### src/rtl/conv_pkg.sv
// Shared types and elaboration helpers for the streaming convolution engine.
package conv_pkg;

  typedef enum logic [2:0] {StIdle, StIssue, StFlush, StWrite, StDone} state_e;

  localparam int unsigned SatW = 128;

  function automatic int unsigned clog2(input int unsigned v);
    int unsigned r;
    longint unsigned x;
    r = 0;
    x = 1;
    while (x < longint'(v)) begin
      x = x << 1;
      r++;
    end
    return r;
  endfunction

  function automatic int unsigned ro_of(input int unsigned r, input int unsigned k,
                                        input int unsigned s);
    return (r - k) / s + 1;
  endfunction

  function automatic int unsigned co_of(input int unsigned c, input int unsigned k,
                                        input int unsigned s);
    return (c - k) / s + 1;
  endfunction

  function automatic int unsigned taps_of(input int unsigned n, input int unsigned k);
    return n * k * k;
  endfunction

  // Clamp a wide signed value into the dw-bit two's-complement range.
  function automatic logic signed [SatW-1:0] saturate(input logic signed [SatW-1:0] value,
                                                      input int unsigned dw);
    logic signed [SatW-1:0] hi, lo;
    hi = signed'((SatW'(1) << (dw - 1)) - SatW'(1));
    lo = ~hi;
    if (value > hi) return hi;
    if (value < lo) return lo;
    return value;
  endfunction

endpackage

### src/rtl/conv_mac.sv
// Two-stage multiply/accumulate datapath with rounding shift, ReLU and saturation.
module conv_mac import conv_pkg::*; #(
  parameter int unsigned DW   = 16,
  parameter int unsigned ACCW = 48
) (
  input  logic                   clk,
  input  logic                   rst_n,
  input  logic                   tap_valid_i,
  input  logic                   tap_first_i,
  input  logic signed [DW-1:0]   i_rdata_i,
  input  logic signed [DW-1:0]   w_rdata_i,
  input  logic signed [2*DW-1:0] b_rdata_i,
  input  logic [5:0]             shift_i,
  input  logic                   relu_en_i,
  output logic signed [DW-1:0]   result_o
);

  localparam int unsigned PW = 2 * DW;
  localparam int unsigned EW = ACCW + 1;

  logic                   v1_q, f1_q, v2_q, f2_q;
  logic signed [PW-1:0]   prod_q, prod_d, bias_q, bias_d;
  logic signed [ACCW-1:0] acc_q, acc_d;
  logic signed [EW-1:0]   ext, rnd, shifted;
  logic signed [SatW-1:0] wide;

  // Stage 1 sees RAM data one cycle after the address; stage 2 one cycle later.
  always_comb begin
    prod_d = v1_q ? PW'(i_rdata_i) * PW'(w_rdata_i) : prod_q;
    bias_d = (v1_q && f1_q) ? b_rdata_i : bias_q;
    acc_d  = acc_q;
    if (v2_q) begin
      acc_d = f2_q ? ACCW'(bias_q) + ACCW'(prod_q) : acc_q + ACCW'(prod_q);
    end
  end

  always_ff @(posedge clk or negedge rst_n) begin
    if (!rst_n) begin
      v1_q   <= 1'b0;
      f1_q   <= 1'b0;
      v2_q   <= 1'b0;
      f2_q   <= 1'b0;
      prod_q <= '0;
      bias_q <= '0;
      acc_q  <= '0;
    end else begin
      v1_q   <= tap_valid_i;
      f1_q   <= tap_first_i;
      v2_q   <= v1_q;
      f2_q   <= f1_q;
      prod_q <= prod_d;
      bias_q <= bias_d;
      acc_q  <= acc_d;
    end
  end

  // One guard bit keeps the rounding add from overflowing.
  always_comb begin
    ext     = EW'(acc_q);
    rnd     = (shift_i == 6'd0) ? '0 : signed'(EW'(1) << (shift_i - 6'd1));
    shifted = (ext + rnd) >>> shift_i;
    if (relu_en_i && shifted[EW-1]) shifted = '0;
    wide     = SatW'(shifted);
    result_o = DW'(saturate(wide, DW));
  end

endmodule

### src/rtl/conv_stream_engine.sv
// Streaming KxK convolution engine: loop counters, RAM addressing and run control.
module conv_stream_engine import conv_pkg::*; #(
  parameter int unsigned DW     = 16,
  parameter int unsigned AW     = 32,
  parameter int unsigned N      = 3,
  parameter int unsigned M      = 3,
  parameter int unsigned R      = 28,
  parameter int unsigned C      = 28,
  parameter int unsigned K      = 4,
  parameter int unsigned STRIDE = 1,
  parameter int unsigned ACCW   = 48
) (
  input  logic            clk,
  input  logic            rst_n,
  input  logic            start,
  input  logic            relu_en,
  input  logic [5:0]      shift,
  output logic            busy,
  output logic            done,
  output logic            rd_en,
  output logic [AW-1:0]   i_addr,
  input  logic [DW-1:0]   i_rdata,
  output logic [AW-1:0]   w_addr,
  input  logic [DW-1:0]   w_rdata,
  output logic [AW-1:0]   b_addr,
  input  logic [2*DW-1:0] b_rdata,
  output logic [AW-1:0]   o_addr,
  output logic [DW-1:0]   o_wdata,
  output logic            o_we
);

  localparam int unsigned RO = ro_of(R, K, STRIDE);
  localparam int unsigned CO = co_of(C, K, STRIDE);
  localparam int unsigned T  = taps_of(N, K);

  if (((R - K) % STRIDE) != 0 || ((C - K) % STRIDE) != 0) begin : g_bad_stride
    $error("conv_stream_engine: (R-K) and (C-K) must be multiples of STRIDE");
  end
  if (ACCW < 2 * DW + clog2(T) + 1) begin : g_bad_accw
    $error("conv_stream_engine: ACCW too narrow for the accumulation depth");
  end

  state_e        state_q, state_d;
  logic          busy_q, busy_d, done_q, done_d, relu_q, relu_d, flush_q, flush_d;
  logic [5:0]    shift_q, shift_d;
  logic [AW-1:0] m_q, m_d, r_q, r_d, c_q, c_d, n_q, n_d, i_q, i_d, j_q, j_d;
  logic          tap_last, px_last, tap_first;

  assign tap_last = (n_q == AW'(N - 1)) && (i_q == AW'(K - 1)) && (j_q == AW'(K - 1));
  assign px_last  = (m_q == AW'(M - 1)) && (r_q == AW'(RO - 1)) && (c_q == AW'(CO - 1));

  always_comb begin
    state_d = state_q;
    busy_d  = busy_q;
    done_d  = done_q;
    relu_d  = relu_q;
    shift_d = shift_q;
    flush_d = flush_q;
    {m_d, r_d, c_d, n_d, i_d, j_d} = {m_q, r_q, c_q, n_q, i_q, j_q};
    unique case (state_q)
      StIdle, StDone: begin
        if (start) begin
          state_d = StIssue;
          busy_d  = 1'b1;
          done_d  = 1'b0;
          relu_d  = relu_en;
          shift_d = shift;
          {m_d, r_d, c_d, n_d, i_d, j_d} = '0;
        end
      end
      StIssue: begin
        j_d = (j_q == AW'(K - 1)) ? '0 : j_q + 1'b1;
        if (j_q == AW'(K - 1)) begin
          i_d = (i_q == AW'(K - 1)) ? '0 : i_q + 1'b1;
          if (i_q == AW'(K - 1)) n_d = (n_q == AW'(N - 1)) ? '0 : n_q + 1'b1;
        end
        if (tap_last) begin
          state_d = StFlush;
          flush_d = 1'b0;
        end
      end
      StFlush: begin
        flush_d = ~flush_q;
        if (flush_q) state_d = StWrite;
      end
      StWrite: begin
        c_d = (c_q == AW'(CO - 1)) ? '0 : c_q + 1'b1;
        if (c_q == AW'(CO - 1)) begin
          r_d = (r_q == AW'(RO - 1)) ? '0 : r_q + 1'b1;
          if (r_q == AW'(RO - 1)) m_d = (m_q == AW'(M - 1)) ? '0 : m_q + 1'b1;
        end
        if (px_last) begin
          state_d = StDone;
          busy_d  = 1'b0;
          done_d  = 1'b1;
        end else begin
          state_d = StIssue;
        end
      end
      default: state_d = StIdle;
    endcase
  end

  always_ff @(posedge clk or negedge rst_n) begin
    if (!rst_n) begin
      state_q <= StIdle;
      busy_q  <= 1'b0;
      done_q  <= 1'b0;
      relu_q  <= 1'b0;
      shift_q <= '0;
      flush_q <= 1'b0;
      {m_q, r_q, c_q, n_q, i_q, j_q} <= '0;
    end else begin
      state_q <= state_d;
      busy_q  <= busy_d;
      done_q  <= done_d;
      relu_q  <= relu_d;
      shift_q <= shift_d;
      flush_q <= flush_d;
      {m_q, r_q, c_q, n_q, i_q, j_q} <= {m_d, r_d, c_d, n_d, i_d, j_d};
    end
  end

  assign busy      = busy_q;
  assign done      = done_q;
  assign rd_en     = (state_q == StIssue);
  assign o_we      = (state_q == StWrite);
  assign tap_first = rd_en && (n_q == '0) && (i_q == '0) && (j_q == '0);

  assign i_addr = n_q * AW'(R * C) + (r_q * AW'(STRIDE) + i_q) * AW'(C)
                + c_q * AW'(STRIDE) + j_q;
  assign w_addr = m_q * AW'(T) + n_q * AW'(K * K) + i_q * AW'(K) + j_q;
  assign b_addr = m_q;
  assign o_addr = m_q * AW'(RO * CO) + r_q * AW'(CO) + c_q;

  conv_mac #(
    .DW   (DW),
    .ACCW (ACCW)
  ) u_mac (
    .clk         (clk),
    .rst_n       (rst_n),
    .tap_valid_i (rd_en),
    .tap_first_i (tap_first),
    .i_rdata_i   (i_rdata),
    .w_rdata_i   (w_rdata),
    .b_rdata_i   (b_rdata),
    .shift_i     (shift_q),
    .relu_en_i   (relu_q),
    .result_o    (o_wdata)
  );

endmodule

### config.mk
export PLATFORM = sky130hd
export DESIGN_NAME = conv_stream_engine
export DESIGN_NICKNAME = d
export VERILOG_FILES = /design/src/rtl/conv_pkg.sv /design/src/rtl/conv_mac.sv /design/src/rtl/conv_stream_engine.sv
export SDC_FILE = /design/constraint.sdc
export NUM_CORES = 2
export LEC_CHECK = 0
export ABC_CLOCK_PERIOD_IN_PS = 7800
export BUFFER_PORTS_ARGS = -buffer_cell sky130_fd_sc_hd__buf_2
export CORE_ASPECT_RATIO = 0.7
export CORE_UTILIZATION = 55
export DETAILED_ROUTE_END_ITERATION = 7
export PLACE_DENSITY_LB_ADDON = 0.3
export REMOVE_ABC_BUFFERS = 1
export SLEW_MARGIN = 0
export SYNTH_ARGS = -nofsm -noshare
export SYNTH_HDL_FRONTEND = slang
export SYNTH_SLANG_ARGS = --single-unit
### constraint.sdc
create_clock -name clk -period 7.8 [get_ports clk]
set_input_delay 0 -clock clk [delete_from_list [all_inputs] [get_ports clk]]
set_output_delay 0 -clock clk [all_outputs]
set_load 0.1 [all_outputs]
==> qor.yml <==
outcome:
  outcome: "complete, but fails checks"
  violations: "DRC, setup timing"
drt:
  firstDrtPassIters: 8
  drtIter0Drc: 5354
  wl_um: 177000
  drc: 28
  antenna_left: 0
  vias: 50500
  viasPerCell: 6.01
  wl_per_cell_um: 21.1
pwr:
  switching_power_mw: 17.1
  p_comb_share_pct: 84.4
  p_seq_share_pct: 8.8
  p_leak_nw: 31.8
  internal_power_mw: 12.5
  power_frac_clock_pct: 6.9
  p_sw_share_pct: 57.8
  p_per_area_nw_per_um2: 464
  ir_drop_v: 0.00160
worst_setup_path:
  max_stage_delay_ns: 0.57
  crit_path_top_delay_cell: "fa_1"
  critPathArrivalTime_ns: 7.85
  worst-path-buf-inv: 9
  start_kind: "flop"
  path_common_cell: "buf_4"
  path_max_fanout: 3
  worst-path-stages: 39
  required_ns: 7.80
  end_kind: "output pin"
  regToRegSetupSlack_ns: 2.11
  critPathKind: "flop to output pin"
  reg2regPathDepth: 19
  critPathTopFamily: "compound AO/OA/AOI/OAI gates"
logic_synthesis:
  synth-seq-cells: 321
  synth.cell_area_um2: 55900
  synth_top_area_cell: "fa_1"
  synth_edf_count: 0
  synth_cells: 6635
  avgSynthCellArea_um2: 8.42
  synthTopCellsByArea: "fa_1, dfrtp_1, ha_1"
  synth_ff_type: "dfrtp_1"
  synth_top_area_share_pct: 22.6
  synth.most_common_cell: "inv_1"
  yosysSeqAreaShare_pct: 14.4
  ys_async_sr_fraction_pct: 100
  yosys_warnings: 0
  synth_common_cells: "inv_1, fa_1, ha_1, nand2_1, nor2_1"
  synth.distinct_cells: 99
clock_tree:
  htree_levels: 2
  clockBufferDepth: 3
  cts_tree: "yes"
  clkTransAtPathRegs_ns: 0.06
  insertion_delay_ns: 0.60
  clock_sinks: 321
  cts_buffers: 39
  cts_root_buf: "clkbuf_16"
die:
  die_w_um: 383
  start_util_pct: 55.7
  num_rows: 97
  die_height_um: 269
  boundaryPins: 222
  die-area_um2: 103000
  core_um2: 100000
timing:
  maxSlewHeadroom_pct: 11.0
  rsz0062_at_grt: "true"
  finClkSkew_ns: 0.0388
  setup_viol: 1
  hold_viol: 0
  fin_ws_ns: -0.0523
  fin_crit_sh_pct: 101
  tightest_slew_ns: 1.32
  fin_crit_ns: 7.85
  slew_violations: 0
  fmaxAchievable_ghz: 0.127
  fin_setup_tns_ns: -0.0523
grt:
  gr-total-overflow: 0
  first_global_vias: 49300
  grt_max_degree: 142
  antenna_found_initial: 7
  grtUsageTotal_pct: 34.3
  grt_pass1_wl_um: 277000
finish:
  areaGrowthSynthToFinish_pct: 14.0
  fill_cells: 8487
  largest_register_ff_count: 48
  seqCellArea_um2: 8050
  num-nets-final: 8368
  final_area_um2: 63700
  regMostFlops: "u_mac.acc_q"
  multi_input_area_um2: 44200
  drive_above_1_share_pct: 13.7
placed_design:
  gp_congestion: 1.01
  dpl.hpwl_um: 143000
  dpl-instance-area_um2: 60200
  io_buffers: 221
worst_hold_path:
  worstHoldPathType: "input port to async pin"
run:
  drv_cap: 0
-- power groups by stage --
stage	combinational [mW]	sequential (mW)	clock, mW
after CTS	24.3	2.58	2.05
after global placement	23.6	2.60	0
after detailed placement	24.1	2.60	0
after floorplan	17.3	2.58	0
final	25.0	2.60	2.03
after global routing	27.2	2.62	2.10
-- per-layer routing --
layer | vias up | routed length, um | track usage (%)
met2 | 2260 | 77700 | 52.9
li1 | 23100 | - | -
met4 | 4 | 5250 | 9.19
met3 | 264 | 17200 | 6.72
met5 | - | 68 | 0.556
met1 | 24900 | 77000 | 49.2
-- layout make-up --
type	count	share of cell area [%]
Antenna cell	1	0.00393
Clock buffer	53	1.76
Clock inverter	16	0.375
Inverter	1099	6.47
Multi-Input combinational cell	5018	69.4
Sequential cell	321	12.6
Tap cell	1336	2.62
Timing Repair Buffer	564	6.72
-- timing repair --
item | in CTS | in global routing
setup endpoints to repair | 19 | 34
buffers inserted | 16 | 30
endpoints found under the hold margin | 124 | 0
pin swaps | 66 | 116
gates resized for setup | 119 | 168
hold buffers | 44 | 0
-- placed cells by master (no fill, tap or decap), types with 20 or more instances in the layout --
cell / netlist / final
a211oi_1: 58 / 55
a21o_1: 100 / 100
a21oi_1: 380 / 343
a21oi_2: 4 / 35
a31o_2: 30 / 30
a31oi_1: 64 / 59
and2_1: 140 / 139
and3_1: 84 / 82
buf_12: 0 / 20
buf_2: 8 / 196
buf_4: 2 / 285
clkbuf_16: 0 / 40
dfrtp_1: 321 / 310
dlygate4sd3_1: 0 / 44
fa_1: 630 / 625
ha_1: 621 / 592
ha_4: 0 / 26
inv_1: 1096 / 1081
mux2_2: 75 / 75
mux2i_1: 44 / 44
nand2_1: 527 / 517
nand2b_1: 59 / 58
nand3_1: 184 / 177
nand4_1: 64 / 64
nor2_1: 464 / 457
nor2b_1: 48 / 44
nor3_1: 120 / 117
nor4_1: 44 / 44
o211ai_1: 38 / 38
o21a_1: 30 / 30
o21ai_0: 432 / 409
o21bai_1: 40 / 36
o31ai_1: 38 / 37
or3_1: 42 / 40
xnor2_1: 249 / 235
xor2_1: 102 / 93
-- metrics by stage --
step | util (%) | hold WS (ns) | power, mW | std cells | worst slack, ns
final | 63.5 | 0.0480 | 29.6 | 8408 | -0.0523
after global routing | 63.5 | 0.0989 | 31.9 | 8407 | -0.398
after CTS | 62.5 | 0.0423 | 29.0 | 8382 | -0.263
after detailed placement | 60.0 | 0.0558 | 26.7 | 8253 | -0.144
after global placement | 60.0 | 0.0672 | 26.2 | 8253 | -0.152
after floorplan | - | -0.296 | 19.9 | 6438 | -2.34
-- worst paths after layout --
path	startpoint	to
setup reg to reg	u_mac.prod_q[0]	u_mac.acc_q[46]
max in group asynchronous	rst_n	n_q[25]
setup / recovery	r_q[0]	i_addr[31]
min in group clk	shift[2]	shift_q[2]
hold reg to reg	u_mac.f1_q	u_mac.f2_q
hold / removal	rst_n	u_mac.bias_q[16]
-- kinds of logic (layout without fill, tap and decap cells) --
group	count (synthesis)	after routing	synth area share, %
AOI/OAI and AO/OA	1438	1438	16.2
xor gates and xnor gates	351	351	5.50
adders and majority gates	1251	1251	36.5
buffers and inverters	1296	1732	8.78
DFF	321	321	14.4
muxes	134	134	2.91
other	0	1	0
and+or+nand+nor	1844	1844	15.7
-- worst reg2reg max path: stages, from the launching register on --
cell	delay, ns
dfrtp_1	0.42
ha_1	0.21
inv_1	0.06
fa_1	0.41
nor2b_1	0.13
o21a_1	0.13
o21ai_0	0.18
a21o_1	0.23
a21boi_0	0.33
o211ai_1	0.26
o21ai_0	0.55
a211oi_1	0.24
o31ai_1	0.82
a41oi_1	0.24
a211o_1	0.35
o21ai_0	0.42
a21boi_0	0.19
xnor2_1	0.17
a21oi_1	0.16
a21oi_1	0.09
Power figures use the tool's default switching activity.
